`config.mk`:
```
export PLATFORM = sky130hd
export DESIGN_NAME = prefetch_queue_flat
export DESIGN_NICKNAME = d
export VERILOG_FILES = /design/src/rtl/w80386dx_pkg.sv /design/src/rtl/prefetch_queue_if.sv /design/src/rtl/prefetch_window_mux.sv /design/src/rtl/prefetch_queue.sv /design/src/flat_wrapper.sv
export SDC_FILE = /design/constraint.sdc
export NUM_CORES = 1
export LEC_CHECK = 0
export ABC_AREA = 0
export CAP_MARGIN = 20
export CORE_AREA = 2 2 189 210
export CTS_BUF_LIST = sky130_fd_sc_hd__clkbuf_8
export DETAILED_ROUTE_END_ITERATION = 12
export DIE_AREA = 0 0 191 212
export PLACE_DENSITY = 0.55
export SLEW_MARGIN = 20
export SYNTH_ARGS = -nofsm -noshare
export SYNTH_HDL_FRONTEND = slang
export SYNTH_SLANG_ARGS = --single-unit
```
`constraint.sdc`:
```
create_clock -name clock -period 11.9 [get_ports clock]
set_input_delay 1.785 -clock clock [delete_from_list [all_inputs] [get_ports clock]]
set_output_delay 1.785 -clock clock [all_outputs]
set_load 0.02 [all_outputs]
```
`src/rtl/w80386dx_pkg.sv`:
```
// Purpose : shared code-byte types and prefetch sizing constants for the fetch/decode path.
// Latency : n/a (types and constants only).
// Backpr. : n/a.
package w80386dx_pkg;
  typedef logic [7:0] code_byte_t;
  typedef code_byte_t [0:3] instr_window_t;

  localparam int PREFETCH_DEPTH_BYTES = 16;
  localparam int WINDOW_BYTES         = 4;
endpackage

```
`src/rtl/prefetch_queue_if.sv`:
```
// Purpose : fetch-side and decode-side signal bundle of the prefetch queue.
// Latency : n/a (wiring only).
// Backpr. : fetch stalls on o_fetch_ready; decode paces itself via i_consume.
// Ports   : i_fetch_valid/i_fetch_data/i_fetch_offset/o_fetch_ready (fetch dword in),
//           o_instruction/o_valid_bytes/i_consume (decode window), i_flush, o_error.
//           slave = the queue, master = fetch/decode environment.
interface prefetch_queue_if;
  import w80386dx_pkg::*;

  logic          i_fetch_valid;
  logic [31:0]   i_fetch_data;
  logic [1:0]    i_fetch_offset;
  logic          o_fetch_ready;
  instr_window_t o_instruction;
  logic [2:0]    o_valid_bytes;
  logic [2:0]    i_consume;
  logic          i_flush;
  logic          o_error;

  modport master (
    output i_fetch_valid, i_fetch_data, i_fetch_offset, i_consume, i_flush,
    input  o_fetch_ready, o_instruction, o_valid_bytes, o_error
  );

  modport slave (
    input  i_fetch_valid, i_fetch_data, i_fetch_offset, i_consume, i_flush,
    output o_fetch_ready, o_instruction, o_valid_bytes, o_error
  );
endinterface

```
`src/rtl/prefetch_window_mux.sv`:
```
// Purpose : selects the 4-byte decode window from the byte ring (oldest byte first), zero-masking empty slots.
// Latency : combinational.
// Backpr. : none; reports how many window bytes are valid.
// Ports   : arr/rd_ptr/count from the queue state; window/valid_bytes to decode.
//           With PREFETCH_QUEUE_BYPASS_EN defined, an empty queue forwards the incoming
//           fetch dword (offset-aligned) straight into the window in the same cycle.
module prefetch_window_mux
  import w80386dx_pkg::*;
#(
  parameter int DEPTH_BYTES = 16,
  parameter int PTR_W       = $clog2(DEPTH_BYTES)
) (
  input  code_byte_t [DEPTH_BYTES-1:0] arr,
  input  logic [PTR_W-1:0]             rd_ptr,
  input  logic [PTR_W:0]               count,
`ifdef PREFETCH_QUEUE_BYPASS_EN
  input  logic                         wr_fire,
  input  logic [31:0]                  fetch_data,
  input  logic [1:0]                   fetch_offset,
`endif
  output instr_window_t                window,
  output logic [2:0]                   valid_bytes
);
`ifdef PREFETCH_QUEUE_BYPASS_EN
  logic [31:0] aligned;
  // Shifting out the skipped bytes leaves zeros above the valid ones for free.
  assign aligned = fetch_data >> {fetch_offset, 3'b000};
`endif

  always_comb begin
    window      = '0;
    valid_bytes = (count > (PTR_W+1)'(3)) ? 3'd4 : count[2:0];
    for (int k = 0; k < 4; k++) begin
      if (3'(k) < valid_bytes)
        window[k] = arr[rd_ptr + PTR_W'(k)];
    end
`ifdef PREFETCH_QUEUE_BYPASS_EN
    if (count == '0 && wr_fire) begin
      valid_bytes = 3'd4 - {1'b0, fetch_offset};
      for (int k = 0; k < 4; k++)
        window[k] = aligned[8*k +: 8];
    end
`endif
  end
endmodule

```
`src/rtl/prefetch_queue.sv`:
```
// Purpose : byte-granular instruction prefetch ring between fetch (32-bit dwords) and decode (4-byte window).
// Latency : 1 cycle fetch-to-window; 0 cycles on an empty queue when PREFETCH_QUEUE_BYPASS_EN is defined.
// Backpr. : o_fetch_ready drops once fewer than a full dword of space is guaranteed, or during flush.
// Ports   : clock, reset (async, active-high), bus (prefetch_queue_if.slave).
module prefetch_queue
  import w80386dx_pkg::*;
#(
  parameter int DEPTH_BYTES  = PREFETCH_DEPTH_BYTES,
  parameter int WINDOW_BYTES = 4
) (
  input  logic             clock,
  input  logic             reset,
  prefetch_queue_if.slave  bus
);
  localparam int PTR_W = $clog2(DEPTH_BYTES);
  localparam int CNT_W = PTR_W + 1;

  code_byte_t [DEPTH_BYTES-1:0] mem;
  logic [PTR_W-1:0] rd_ptr, wr_ptr;
  logic [CNT_W-1:0] count;
  logic             error_q;

  logic             fetch_ready;
  logic             wr_fire;
  logic             consume_ok;
  logic [2:0]       wr_n;
  logic [2:0]       valid_bytes;
  instr_window_t    window;

  // Ready looks at the pre-consume count so a write can never overrun the ring.
  assign fetch_ready = (count <= CNT_W'(DEPTH_BYTES - WINDOW_BYTES)) & ~bus.i_flush;
  assign wr_fire     = bus.i_fetch_valid & fetch_ready;
  assign wr_n        = 3'd4 - {1'b0, bus.i_fetch_offset};
  assign consume_ok  = bus.i_consume <= valid_bytes;

  assign bus.o_fetch_ready = fetch_ready;
  assign bus.o_instruction = window;
  assign bus.o_valid_bytes = valid_bytes;
  assign bus.o_error       = error_q;

  prefetch_window_mux #(
    .DEPTH_BYTES (DEPTH_BYTES),
    .PTR_W       (PTR_W)
  ) u_window_mux (
    .arr          (mem),
    .rd_ptr       (rd_ptr),
    .count        (count),
`ifdef PREFETCH_QUEUE_BYPASS_EN
    .wr_fire      (wr_fire),
    .fetch_data   (bus.i_fetch_data),
    .fetch_offset (bus.i_fetch_offset),
`endif
    .window       (window),
    .valid_bytes  (valid_bytes)
  );

  // Byte ring: bytes below the offset are dropped, the rest land contiguously at wr_ptr.
  always_ff @(posedge clock) begin
    if (wr_fire) begin
      for (int k = 0; k < 4; k++) begin
        if (k >= int'(bus.i_fetch_offset))
          mem[wr_ptr + PTR_W'(k - int'(bus.i_fetch_offset))] <= bus.i_fetch_data[8*k +: 8];
      end
    end
  end

  always_ff @(posedge clock or posedge reset) begin
    if (reset) begin
      rd_ptr  <= '0;
      wr_ptr  <= '0;
      count   <= '0;
      error_q <= 1'b0;
    end else if (bus.i_flush) begin
      rd_ptr  <= '0;
      wr_ptr  <= '0;
      count   <= '0;
      error_q <= 1'b0;
    end else begin
      if (wr_fire)
        wr_ptr <= wr_ptr + PTR_W'(wr_n);
      // An over-consume removes nothing; bypassed bytes consumed this cycle
      // cancel out in the count because they were added by the same write.
      if (consume_ok)
        rd_ptr <= rd_ptr + PTR_W'(bus.i_consume);
      else
        error_q <= 1'b1;
      count <= count + (wr_fire ? CNT_W'(wr_n) : '0)
                     - (consume_ok ? CNT_W'(bus.i_consume) : '0);
    end
  end
endmodule

```
`src/flat_wrapper.sv`:
```
// flat-port wrapper written by rule: the top's interface ports become plain ports
module prefetch_queue_flat import w80386dx_pkg::*;
#(
  parameter int DEPTH_BYTES  = PREFETCH_DEPTH_BYTES,
  parameter int WINDOW_BYTES = 4
)
  (clock, reset, bus_i_fetch_valid, bus_i_fetch_data, bus_i_fetch_offset, bus_i_consume, bus_i_flush, bus_o_fetch_ready, bus_o_instruction, bus_o_valid_bytes, bus_o_error);
  prefetch_queue_if bus_i ();
  input  logic clock;
  input  logic reset;
  input wire logic [$bits(bus_i.i_fetch_valid)-1:0] bus_i_fetch_valid;
  input wire logic [$bits(bus_i.i_fetch_data)-1:0] bus_i_fetch_data;
  input wire logic [$bits(bus_i.i_fetch_offset)-1:0] bus_i_fetch_offset;
  input wire logic [$bits(bus_i.i_consume)-1:0] bus_i_consume;
  input wire logic [$bits(bus_i.i_flush)-1:0] bus_i_flush;
  output wire logic [$bits(bus_i.o_fetch_ready)-1:0] bus_o_fetch_ready;
  output wire logic [$bits(bus_i.o_instruction)-1:0] bus_o_instruction;
  output wire logic [$bits(bus_i.o_valid_bytes)-1:0] bus_o_valid_bytes;
  output wire logic [$bits(bus_i.o_error)-1:0] bus_o_error;
  assign bus_i.i_fetch_valid = bus_i_fetch_valid;
  assign bus_i.i_fetch_data = bus_i_fetch_data;
  assign bus_i.i_fetch_offset = bus_i_fetch_offset;
  assign bus_i.i_consume = bus_i_consume;
  assign bus_i.i_flush = bus_i_flush;
  assign bus_o_fetch_ready = bus_i.o_fetch_ready;
  assign bus_o_instruction = bus_i.o_instruction;
  assign bus_o_valid_bytes = bus_i.o_valid_bytes;
  assign bus_o_error = bus_i.o_error;
  prefetch_queue #(.DEPTH_BYTES(DEPTH_BYTES), .WINDOW_BYTES(WINDOW_BYTES)) u_core (.clock(clock), .reset(reset), .bus(bus_i));
endmodule
```
==> results.md, run 1 <==
- The HPWL after detailed placement is 46400 um.
- The minimum setup slack among reg-to-reg paths is between 7 and 8 ns.
- For this run, design rule violations remaining after detail routing come to 0.
- Global routing used approximately 35% of the available tracks across all layers.
- The site row count is 76.
- The per-cell via count in the routed design is approximately 7.0.
- The tree is rooted in a sky130_fd_sc_hd__clkbuf_8.
- At the end of the flow, the number of nets in the layout was approximately 1.6k.
- Dividing the synthesized area by the synthesized cell count gives 10.4 um^2.
- The clock net in this run drives a total of 142 sinks.
- The pre-antenna-repair detailed-routing pass consisted of 6 iterations.
- The cell type with the highest aggregate area in the netlist is sky130_fd_sc_hd__edfxtp_1.
- The number of nets handed over by synthesis was approximately 1.5k.
- The final-report max-slew violation count is 0.
- The first-pass GRT wire length is between 90000 and 100000 um.
- The worst-case IR drop observed on VDD is 0.197 mV.
- The die is about 210 um tall.
- In the post-synthesis netlist, the biggest area contributors are sky130_fd_sc_hd__edfxtp_1, sky130_fd_sc_hd__mux4_2, sky130_fd_sc_hd__mux2i_1.
- The total CTS buffers is 17.
- The detail route stage leaves a number of antenna-violating nets equal to 0.
- The synthesized netlist occupies a cell area of about 15000 um^2.
- The count of final hold-check violations is 0.
- The starting density of the core is between 30% and 40%.
- Clock-pin slew was measured on the worst setup and hold paths at roughly 0.090 ns.
- The placed standard-cell area is about 17000 um^2.
- The H-tree generated during clock tree synthesis spans 4 levels.
- The port buffer count is between 70 and 80.
- The post-synthesis sequential area ratio is between 20% and 30%.
- The worst hold-check slack is roughly 0.57 ns.
- Yosys mapped the design onto between 60 and 70 distinct sky130hd cell types.
- The cell occurring most often along the worst timing path is sky130_fd_sc_hd__a211oi_1.
- STA classifies the critical path endpoint as an output port.
- The run finished with clean final reports.
- The startpoint of the most critical hold path is u_core.bus.o_error$_DFFE_PP0P_.
- The leakage power total is between 6 and 7 nW.
- The worst hold path passes through 2 cells.
- The number of global-route vias before repair is roughly 13k.
- The total core area is approximately 39000 um^2.
- Clock latency on the worst-skew pair, taken at its later pin, is approximately 0.52 ns.
- The routed design has about 69000 um of wire.
- The worst-path maximum fanout is 64.
- TritonCTS built the clock tree.
- The end-of-flow core utilization is between 40 and 50%.
- From left edge to right edge, the die measures about 190 um.
- Of all flip-flops after synthesis, the portion carrying an async set or reset was under 10%.
- The area growth from synthesis to layout is 11.3%.
- The final total negative setup slack is 0 ns.
- With fillers left out, the area of the finished cells amounts to roughly 17000 um^2.
- The critical path class is reg2out.
- Setup violations remaining at the end of the flow were counted as 0.
- For this design the top-level I/O count stands at just under 80.
- On the final layout, the worst clock skew is around 0.014 ns.
- The number of antenna violations at the first check in global routing came to 3.
- Counting the fill cells in the layout gives ~3.7k.
- The cell count after synthesis came out at about 1.5k.
- Counting buffers and inverters, the worst setup path is 8 cells deep.
- For this block, the initial DRC count from the detailed router was 2175.
- The worst reg2reg path endpoint is u_core.count[4]$_DFF_PP0_.
- Setup repair after global routing left no endpoint under its margin.
- The launch instance of the worst register-to-register path is u_core.count[4]$_DFF_PP0_.
- STA classifies the critical path startpoint as a flop.
- STA puts the critical path data required time at roughly 10 ns.
- Traced cell by cell, the critical path runs through inv_1 -> ha_2 -> buf_4 -> mux4_2 -> nor2b_1 -> a211oi_1 -> a211oi_1 -> clkdlybuf4s50_1.
- The library cell contributing the largest single delay on the critical path is sky130_fd_sc_hd__a211oi_1.
- In the final routed layout, each cell accounts on average for approximately 34 um.
- The count of buffer and inverter cells on the critical path is 3.
- The final cycle utilization of the critical path is between 50% and 60%.
- The detailed-route via count is roughly 14k.
- STA puts the critical path data arrival time at about 4.6 ns.
- The die area is 40500 um^2.
- The repair_antennas step left the layout with diodes totalling 0.
- Yosys mapped a number of flops with a built-in enable equal to around 130.
- For hold timing, the worst endpoint is u_core.bus.o_error$_DFFE_PP0P_.
- The design draws 4.00 mW.
- The total power divided by cell area is 236 nW/um^2.
- The tightest slew margin relative to the limit is between 10% and 20%.
- Counting cells, the worst reg-to-reg path comes to 18.
- Cells with a size suffix above 1 make up between 20 and 25% of the layout.
- The total of flip-flops plus latches after synthesis is ~140.
- The congestion estimate from routability-driven global placement came to approximately 0.96.
- The clock period could shrink to roughly 6.4 ns.
- The number of max-cap violations is 0.
- For this run the aggregate overflow at the end of global routing stands at 0.
- The longest individual stage delay on the worst path is 0.80 ns.
- The top cell family by delay on the critical path is buffers and inverters.
- The maximum number of pins on one net before global-route repair is a little under 70.
- The transition time of the tightest slew-check pin is roughly 1.2 ns.
- The most common flop cell mapped by yosys is sky130_fd_sc_hd__edfxtp_1.
- The hold-fix buffer count after cts is 0.
- The post-CTS setup-driven buffer insertion count is 0.
- Gates resized during post-CTS repair numbered 0.
- In this run the worst hold path is classified as reg2reg.
- The maximum buffer depth of the clock tree is 2.
- The achievable frequency is between 150 and 200 MHz.
- The fraction of synthesized cell area taken by the top area cell type is between 20% and 30%.
- During synthesis, Yosys emitted a total of 0 warnings.
cell type report:
cell class / instances / area (um^2) / share of cell area (%)
sequential: 142 / 4200 / 24.8
tap: 507 / 634 / 3.74
inverter: 30 / 115 / 0.679
clock buffer: 23 / 317 / 1.87
multi-input combinational: 1174 / 10500 / 62.1
timing repair buffer: 120 / 1110 / 6.57
clock inverter: 9 / 43.8 / 0.258
layout by cell type (no fill, tap or decap), types with 5 or more instances in the layout:
cell type,n
sky130_fd_sc_hd__mux2i_4,10
sky130_fd_sc_hd__edfxtp_1,128
sky130_fd_sc_hd__nor2_1,200
sky130_fd_sc_hd__a211oi_1,33
sky130_fd_sc_hd__a221o_1,59
sky130_fd_sc_hd__a21oi_1,121
sky130_fd_sc_hd__xnor2_1,5
sky130_fd_sc_hd__o21ai_0,10
sky130_fd_sc_hd__o221ai_1,9
sky130_fd_sc_hd__buf_4,40
sky130_fd_sc_hd__fa_1,8
sky130_fd_sc_hd__nand3_1,10
sky130_fd_sc_hd__a31o_2,16
sky130_fd_sc_hd__ha_1,29
sky130_fd_sc_hd__xor2_1,5
sky130_fd_sc_hd__mux2i_1,145
sky130_fd_sc_hd__or2_2,7
sky130_fd_sc_hd__o22ai_1,63
sky130_fd_sc_hd__dfrtp_1,12
sky130_fd_sc_hd__nand2_1,96
sky130_fd_sc_hd__o22a_1,8
sky130_fd_sc_hd__nor2_2,5
sky130_fd_sc_hd__mux4_2,144
sky130_fd_sc_hd__nor2b_1,40
sky130_fd_sc_hd__clkbuf_8,23
sky130_fd_sc_hd__inv_1,33
sky130_fd_sc_hd__mux2_2,9
sky130_fd_sc_hd__o21ai_2,6
sky130_fd_sc_hd__a21oi_2,5
sky130_fd_sc_hd__clkdlybuf4s50_1,77
sky130_fd_sc_hd__and2_1,8
sky130_fd_sc_hd__a21o_1,53
flip-flops by register name, indices dropped and copies added, names as in the netlist:
register / count
u_core.bus.o_error: 1
u_core.count: 5
u_core.rd_ptr: 4
u_core.wr_ptr: 4
u_core.mem: 128
synthesized netlist by cell type (23+ instances only):
| cell | count |
|---|---|
| sky130_fd_sc_hd__a211oi_1 | 33 |
| sky130_fd_sc_hd__inv_1 | 30 |
| sky130_fd_sc_hd__a21oi_1 | 123 |
| sky130_fd_sc_hd__o22ai_1 | 63 |
| sky130_fd_sc_hd__nor2b_1 | 41 |
| sky130_fd_sc_hd__a221o_1 | 59 |
| sky130_fd_sc_hd__nor2_1 | 203 |
| sky130_fd_sc_hd__a21o_1 | 53 |
| sky130_fd_sc_hd__clkbuf_1 | 73 |
| sky130_fd_sc_hd__edfxtp_1 | 128 |
| sky130_fd_sc_hd__mux4_2 | 144 |
| sky130_fd_sc_hd__mux2i_1 | 145 |
| sky130_fd_sc_hd__buf_2 | 23 |
| sky130_fd_sc_hd__nand2_1 | 96 |
| sky130_fd_sc_hd__ha_1 | 30 |
cells by family after synthesis:
group / synth area share [%]
multiplexers: 33.1
AND/OR/NAND/NOR: 12.2
adder cells (fa/ha/maj): 3.52
AO/OA/AOI/OAI: 18.2
flip-flops: 27.6
XOR/XNOR: 1.23
buffers and inverters: 4.18
worst min-delay path, delay by kind of cell (launching register included):
family           cells  cell delay, ns
and+or+nand+nor      2            0.15
DFF                  1            0.40
power breakdown:
part	switching [mW]	total, mW	internal [mW]
Clock	0.216	0.390	0.174
Sequential	0.161	0.869	0.708
Combinational	1.56	2.74	1.18
metrics by stage:
| stage | setup WS, ns | instances |
|---|---|---|
| final | 5.50 | 2005 |
| after global routing | 5.30 | 2005 |
| after CTS | 5.49 | 2005 |
| after detailed placement | 5.61 | 1973 |
| after global placement | 5.67 | 1971 |
| after floorplan | 4.64 | 1468 |
worst max path at each step:
stage | startpoint | endpoint | slack, ns
floorplan | bus_i_flush | u_core.count[4]$_DFF_PP0_ | 4.64
global placement | bus_i_fetch_offset[1] | u_core.mem[87]$_DFFE_PP_ | 5.67
detailed placement | bus_i_fetch_offset[1] | u_core.mem[87]$_DFFE_PP_ | 5.61
CTS | u_core.rd_ptr[1]$_DFFE_PP0P_ | bus_o_instruction[5] | 5.49
global route | u_core.rd_ptr[1]$_DFFE_PP0P_ | bus_o_instruction[7] | 5.30
finish | u_core.rd_ptr[1]$_DFFE_PP0P_ | bus_o_instruction[5] | 5.50
metal layers:
| layer | track usage [%] | wire [um] | vias up |
|---|---|---|---|
| met5 | 0 | 23 | - |
| met4 | 22.8 | 5400 | 4 |
| met3 | 9.51 | 8060 | 258 |
| met2 | 51.2 | 29700 | 1130 |
| met1 | 44.5 | 25700 | 6897 |
| li1 | - | - | 5823 |
No activity file was read; power rests on OpenSTA's default activity.
==> run 2: changes to the inputs <==
- clock period: 11.9 -> 6.5 ns (I/O delays scaled with it)
==> results.md, run 2 (synthesis results as in run 1) <==
- The clock transition time at the flip-flop clock pins of the worst setup and hold paths is 0.09 ns (about the same).
- The total CTS buffers is 17 (unchanged).
- The final-report max-slew violation count is 0 (unchanged).
- In the final layout, the registers with the most flip-flops are u_core.mem: 128 flops, u_core.count: 5 flops.
- By startpoint and endpoint, the worst setup path is classified as reg2out.
- The per-cell via count in the routed design was 7.03 (about the same).
- The DRC violations left is 0 (unchanged).
- The die area is 40500 um^2 (unchanged).
- The cell occurring most often along the worst timing path is sky130_fd_sc_hd__a211oi_1.
- The longest individual stage delay on the worst path is 0.84 ns (+0.04 ns).
- The number of standard cells in the final layout excluding fillers was 2021 (+0.80%).
- The post-CTS setup-driven buffer insertion count is 0 (unchanged).
- The detailed placer's ending HPWL is 46900 um (+1.2%).
- The maximum clock skew at final layout was 0.0233 ns (+0.00902 ns).
- Leaving out fill and tap cells, the most frequent cell in the layout is sky130_fd_sc_hd__nor2_1.
- The maximum buffer depth of the clock tree is 2 (unchanged).
- The total core area came to 38500 um^2 (unchanged).
- The clock insertion delay at the later pin of the skew report came to 0.49 ns (-0.03 ns).
- The transition time of the tightest slew-check pin was 1.25 ns (+0.00153 ns).
- The detail-routed net length per standard cell was 34.4 um (about the same).
- The net total in the final layout was 1578 (+0.90%).
- The endpoint arrival time on the critical path was 4.65 ns (+0.03 ns).
- The global route total overflow is 0 (unchanged).
- The port buffer count is 77 (unchanged).
- The ratio of cells with drive above 1 in the final layout is 20.6% (+0.41 points).
- Of the available clock period, the critical path in the final layout requires ~87%.
- The count of final setup violators is 0 (unchanged).
- The library cell contributing the largest single delay on the critical path is sky130_fd_sc_hd__ha_2.
- The hold-fix buffer count after cts is 0 (unchanged).
- The total wire length is 69500 um (+0.86%).
- The maximum vdd drop is 0.297 mV (+51%).
- The first-iteration detailed-routing DRC count was 2334 (+7.3%).
- The flip-flop count of the largest register, all copies and words added came to 128 (unchanged).
- The largest register by flop count is u_core.mem.
- The first-pass GRT wire length was 97500 um (-0.23%).
- The chip height is 212 um (unchanged).
- The I/O pin total was 78 (unchanged).
- The signal on the critical path passes through inv_1 -> ha_2 -> buf_4 -> mux4_2 -> nor2b_1 -> a211oi_1 -> a211oi_1 -> clkdlybuf4s50_1.
- The detailed-route via count is 14.2k (+0.72%).
- The layout overhead on the synthesized area is 11.7%.
- The number of global-route vias before repair is 13.2k (+0.76%).
- The overall routing resource usage is 34.5% (-0.12 points).
- The clock tree from TritonCTS is done.
- The starting density of the core is 39.5% (unchanged).
- The site row count is 76 (unchanged).
- The cell count after placement is 1987 (+0.71%).
- The leakage power total is 6.22 nW (+1.0%).
- Setup repair after global routing left no endpoint under its margin.
- The maximum number of pins on one net before global-route repair is 67 (-2.9%).
- The number of antenna violations at the first check in global routing is 1 (-2).
- The last weighted congestion value of the routability-driven placer was 0.966 (+0.76%).
- The total power divided by cell area is 428 nW/um^2 (+82%).
- The data required time of the critical path is 5.52 ns (-4.60 ns).
- The achievable frequency is approximately 180 MHz.
- The remaining number of nets flagged by the antenna check after routing came to 0 (unchanged).
- The worst-path maximum fanout is 40 (-38%).
- The die width is 191 um (unchanged).
- The tree is rooted in a sky130_fd_sc_hd__clkbuf_8.
- The top cell types in the final layout, fill and taps aside, are sky130_fd_sc_hd__nor2_1, sky130_fd_sc_hd__mux2i_1, sky130_fd_sc_hd__mux4_2.
- The number of clock sinks is 142 (unchanged).
- The count of final hold-check violations is 0 (unchanged).
- The flow ran to the end, and the final reports show no timing, DRC or antenna violations.
- The number of max-cap violations is 0 (unchanged).
- The final critical-path required period is roughly 5.6 ns.
- The tightest slew margin relative to the limit is 15.2% (-1.7 points).
- The worst setup path is captured at an output port.
- The final total negative setup slack came to 0 ns (unchanged).
- The count of H-tree levels built during CTS is 4 (unchanged).
- The first-pass iteration count of the detailed router is 7 (+1).
- The startpoint kind of the worst setup timing path is a flop.
- The number of gates given a new drive strength after cts is 0 (unchanged).
- The worst hold path belongs to the class reg2reg.
## run 2: cell type report
class	count	area (um^2)
fillers	3689	21500
diodes	2	5.00
clock buffers	20	275
inverters	30	115
clock inverters	12	83.8
multi-input cells	1174	10500
well taps	507	634
repair buffers	134	1200
flip-flops and latches	142	4200
## run 2: stage by stage
step                      utilization (%)  power, mW  cell area (um^2)  hold slack, ns  setup slack [ns]
final                                44.1       7.28             17000           0.521             0.873
after global routing                 44.1       7.57             17000           0.557             0.704
after CTS                            44.1       7.18             17000           0.529             0.877
after detailed placement             43.1       6.49             16600           0.509              1.08
after global placement               43.1       6.44             16600           0.497              1.15
after floorplan                         -       4.68             15200           0.507            0.0487
## run 2: worst paths after layout
check                                          startpoint                             end  slack (ns)  cells after the start
min                        u_core.bus.o_error$_DFFE_PP0P_  u_core.bus.o_error$_DFFE_PP0P_        0.52                      2
max                          u_core.rd_ptr[1]$_DFFE_PP0P_           bus_o_instruction[22]        0.87                      8
max in group asynchronous                           reset    u_core.rd_ptr[0]$_DFFE_PP0P_        5.06                      2
max reg2reg                     u_core.count[4]$_DFF_PP0_       u_core.count[4]$_DFF_PP0_        1.90                     19
min in group asynchronous                           reset    u_core.wr_ptr[3]$_DFFE_PP0P_        0.89                      2
min reg2reg                u_core.bus.o_error$_DFFE_PP0P_  u_core.bus.o_error$_DFFE_PP0P_        0.52                      2
## run 2: report_power, final
| group | leakage [nW] | internal [mW] | total, mW | switching (mW) |
|---|---|---|---|---|
| clock network | 0.211 | 0.323 | 0.702 | 0.379 |
| logic | 4.64 | 2.16 | 4.98 | 2.82 |
| registers | 1.37 | 1.29 | 1.60 | 0.304 |
| total | 6.22 | 3.78 | 7.28 | 3.50 |
## run 2: critical path, delay by kind of cell (launching register included)
family,cells,cell delay (ns)
multiplexers,1,0.30
AND/OR/NAND/NOR,1,0.14
adder cells (fa/ha/maj),1,0.84
buffers and inverters,3,1.53
flip-flops,1,0.77
AO/OA/AOI/OAI,2,0.51
## run 2: metal layers
metal  share of wire (%)  global-route usage, %
met2                  42                   50.8
met4                 8.4                   22.7
met3                  13                   9.69
met1                  36                   44.2
met5               0.020                   1.99
==> run 3: changes to the inputs <==
- GPL_TIMING_DRIVEN: default -> 0
==> results.md, run 3 (synthesis results as in run 1) <==
- The final critical-path required period is 6.43 ns (+0.804 ns).
- Setup repair after global routing left no endpoint under its margin.
- The ratio of cells with drive above 1 in the final layout came to 17.8% (-2.8 points).
- The endpoint arrival time on the critical path is 5.46 ns (+0.81 ns).
- The number of antenna violations at the first check in global routing is 1 (unchanged).
- The detail-routed net length per standard cell is 37.6 um (+9.3%).
- The run finished with clean final reports.
- TritonCTS built the clock tree.
- The chip height came to 212 um (unchanged).
- The maximum number of pins on one net before global-route repair is 90 (+34%).
- The leakage power total came to 6.19 nW (-0.53%).
- The area of all placed cells without fillers is 17000 um^2 (about the same).
- The hold-fix buffer count after cts is 0 (unchanged).
- The data required time of the critical path came to 5.52 ns (about the same).
- The layout overhead on the synthesized area is 11.8% (about the same).
- The number of clock sinks was 142 (unchanged).
- The startpoint kind of the worst setup timing path is a flop.
- The count of final setup violators is 0 (unchanged).
- The maximum vdd drop is 0.264 mV (-11%).
- The largest registers in the layout are u_core.mem: 128 flops, u_core.count: 5 flops.
- The DRC violations left is 0 (unchanged).
- The tightest slew margin relative to the limit is 23.1% (+7.9 points).
- The first-pass iteration count of the detailed router came to 6 (-1).
- The I/O pin total is 78 (unchanged).
- The global route total overflow is 0 (unchanged).
- The total power divided by cell area is 439 nW/um^2 (+2.4%).
- The die width is 191 um (unchanged).
- Leaving out fill and tap cells, the most frequent cells in the layout are sky130_fd_sc_hd__nor2_1, sky130_fd_sc_hd__mux2i_1, sky130_fd_sc_hd__mux4_2.
- The net total in the final layout is 1636 (+3.7%).
- The final total negative setup slack is 0 ns (unchanged).
- The maximum clock skew at final layout is 0.0151 ns (-0.00812 ns).
- The tightest min-delay check is of the reg2reg type.
- The die area is 40500 um^2 (unchanged).
- The startpoint of the most critical hold path is u_core.bus.o_error$_DFFE_PP0P_.
- The port buffer count is 69 (-10%).
- The launch instance of the worst register-to-register path is u_core.count[1]$_DFF_PP0_.
- The first-pass GRT wire length is 108000 um (+11%).
- The per-cell via count in the routed design is 6.99 (-0.65%).
- The depth of the most critical reg-to-reg path is 13 (-6).
- The endpoint kind of the worst setup timing path is an output port.
- The last weighted congestion value of the routability-driven placer is 1.00 (+3.6%).
- The clock transition time at the flip-flop clock pins of the worst setup and hold paths is 0.09 ns (about the same).
- The site row count came to 76 (unchanged).
- The detailed-route via count came to 14.5k (+2.2%).
- The total chip power was 7.46 mW (+2.5%).
- The total core area was 38500 um^2 (unchanged).
- The cell chosen for the clock root is sky130_fd_sc_hd__clkbuf_8.
- The remaining number of nets flagged by the antenna check after routing was 0 (unchanged).
- The count of final hold-check violations is 0 (unchanged).
- The total wire length is 78000 um (+12%).
- The timing startpoint of the critical path is u_core.rd_ptr[1]$_DFFE_PP0P_.
- The maximum buffer depth of the clock tree is 2 (unchanged).
- The number of max-cap violations is 0 (unchanged).
- The count of H-tree levels built during CTS came to 4 (unchanged).
- The final-report max-slew violation count is 0 (unchanged).
- The count of cells along the worst hold path is 2 (unchanged).
- The placed standard-cell area was 16600 um^2 (-0.11%).
- The number of global-route vias before repair is 14.0k (+5.5%).
- The clock insertion delay at the later pin of the skew report was 0.54 ns (+0.05 ns).
- The most frequent standard cell in the layout excluding fill and tap cells is sky130_fd_sc_hd__nor2_1.
- The starting density of the core is 39.5% (unchanged).
- The achievable frequency is 156 MHz (-12%).
- The first-iteration detailed-routing DRC count came to 2091 (-10%).
- The critical path is of the reg2out type.
- The worst-path maximum fanout was 15 (-63%).
- The final cycle utilization of the critical path is 98.9% (+12 points).
- The flip-flop count of the largest register, all copies and words added was 128 (unchanged).
- The largest register by flop count is u_core.mem.
- The transition time of the tightest slew-check pin is 1.15 ns (-0.0934 ns).
- The detailed placer's ending HPWL is 59800 um (+27%).
- The total CTS buffers came to 17 (unchanged).
- The overall routing resource usage was 39.0% (+4.5 points).
[run 3: through the flow]
stage | std cells | util (%) | setup slack (ns) | hold slack, ns
after floorplan | 1468 | - | 0.0487 | 0.507
after global placement | 2044 | 43.0 | -3.68 | 0.482
after detailed placement | 2046 | 43.1 | -0.352 | 0.502
after CTS | 2077 | 44.2 | 0.114 | 0.523
after global routing | 2077 | 44.2 | 0.0448 | 0.565
final | 2078 | 44.2 | 0.0698 | 0.513
[run 3: cell type report]
type / count / area [um^2]
plain buffers: 121 / 536
fillers: 3744 / 21500
clock inverters: 15 / 168
inverters: 30 / 120
clock buffers: 17 / 234
flip-flops and latches: 142 / 4190
diodes: 1 / 2.50
multi-input cells: 1174 / 10400
repair buffers: 71 / 729
well taps: 507 / 634
[run 3: worst paths after layout]
check / to / slack (ns)
worst max-delay path: bus_o_instruction[2] / 0.07
max in group asynchronous: u_core.rd_ptr[3]$_DFFE_PP0P_ / 5.16
worst max register to register: u_core.count[4]$_DFF_PP0_ / 1.54
worst min-delay path: u_core.bus.o_error$_DFFE_PP0P_ / 0.51
min in group asynchronous: u_core.wr_ptr[3]$_DFFE_PP0P_ / 0.87
worst min register to register: u_core.bus.o_error$_DFFE_PP0P_ / 0.51
[run 3: what timing repair did]
item	in CTS	in global routing
endpoints found under the setup margin	16	0
resized for setup	5	0
buffers inserted	0	0
[run 3: critical path, cell delays in order, from the launching register on]
cell	delay, ns
sky130_fd_sc_hd__dfrtp_1	0.43
sky130_fd_sc_hd__buf_2	0.42
sky130_fd_sc_hd__clkdlybuf4s15_2	0.54
sky130_fd_sc_hd__inv_1	0.23
sky130_fd_sc_hd__ha_1	0.32
sky130_fd_sc_hd__buf_2	0.34
sky130_fd_sc_hd__buf_1	0.57
sky130_fd_sc_hd__clkbuf_2	0.44
sky130_fd_sc_hd__mux4_2	0.32
sky130_fd_sc_hd__mux2i_1	0.09
sky130_fd_sc_hd__a211oi_1	0.49
sky130_fd_sc_hd__clkdlybuf4s50_1	0.70
[run 3: metal layers]
| metal | up-vias | GRT usage, % | part of all wire (%) |
|---|---|---|---|
| met1 | 7238 | 49.7 | 38 |
| li1 | 5968 | - | - |
| met5 | - | 0 | 0.036 |
| met4 | 4 | 28.3 | 8.2 |
| met3 | 267 | 7.51 | 9.4 |
| met2 | 1042 | 59.3 | 44 |
[run 3: where the power goes]
part / internal (mW) / switching, mW / total (mW)
clock network: 0.377 / 0.429 / 0.806
registers: 1.29 / 0.333 / 1.63
logic: 2.14 / 2.89 / 5.03
total: 3.82 / 3.65 / 7.46
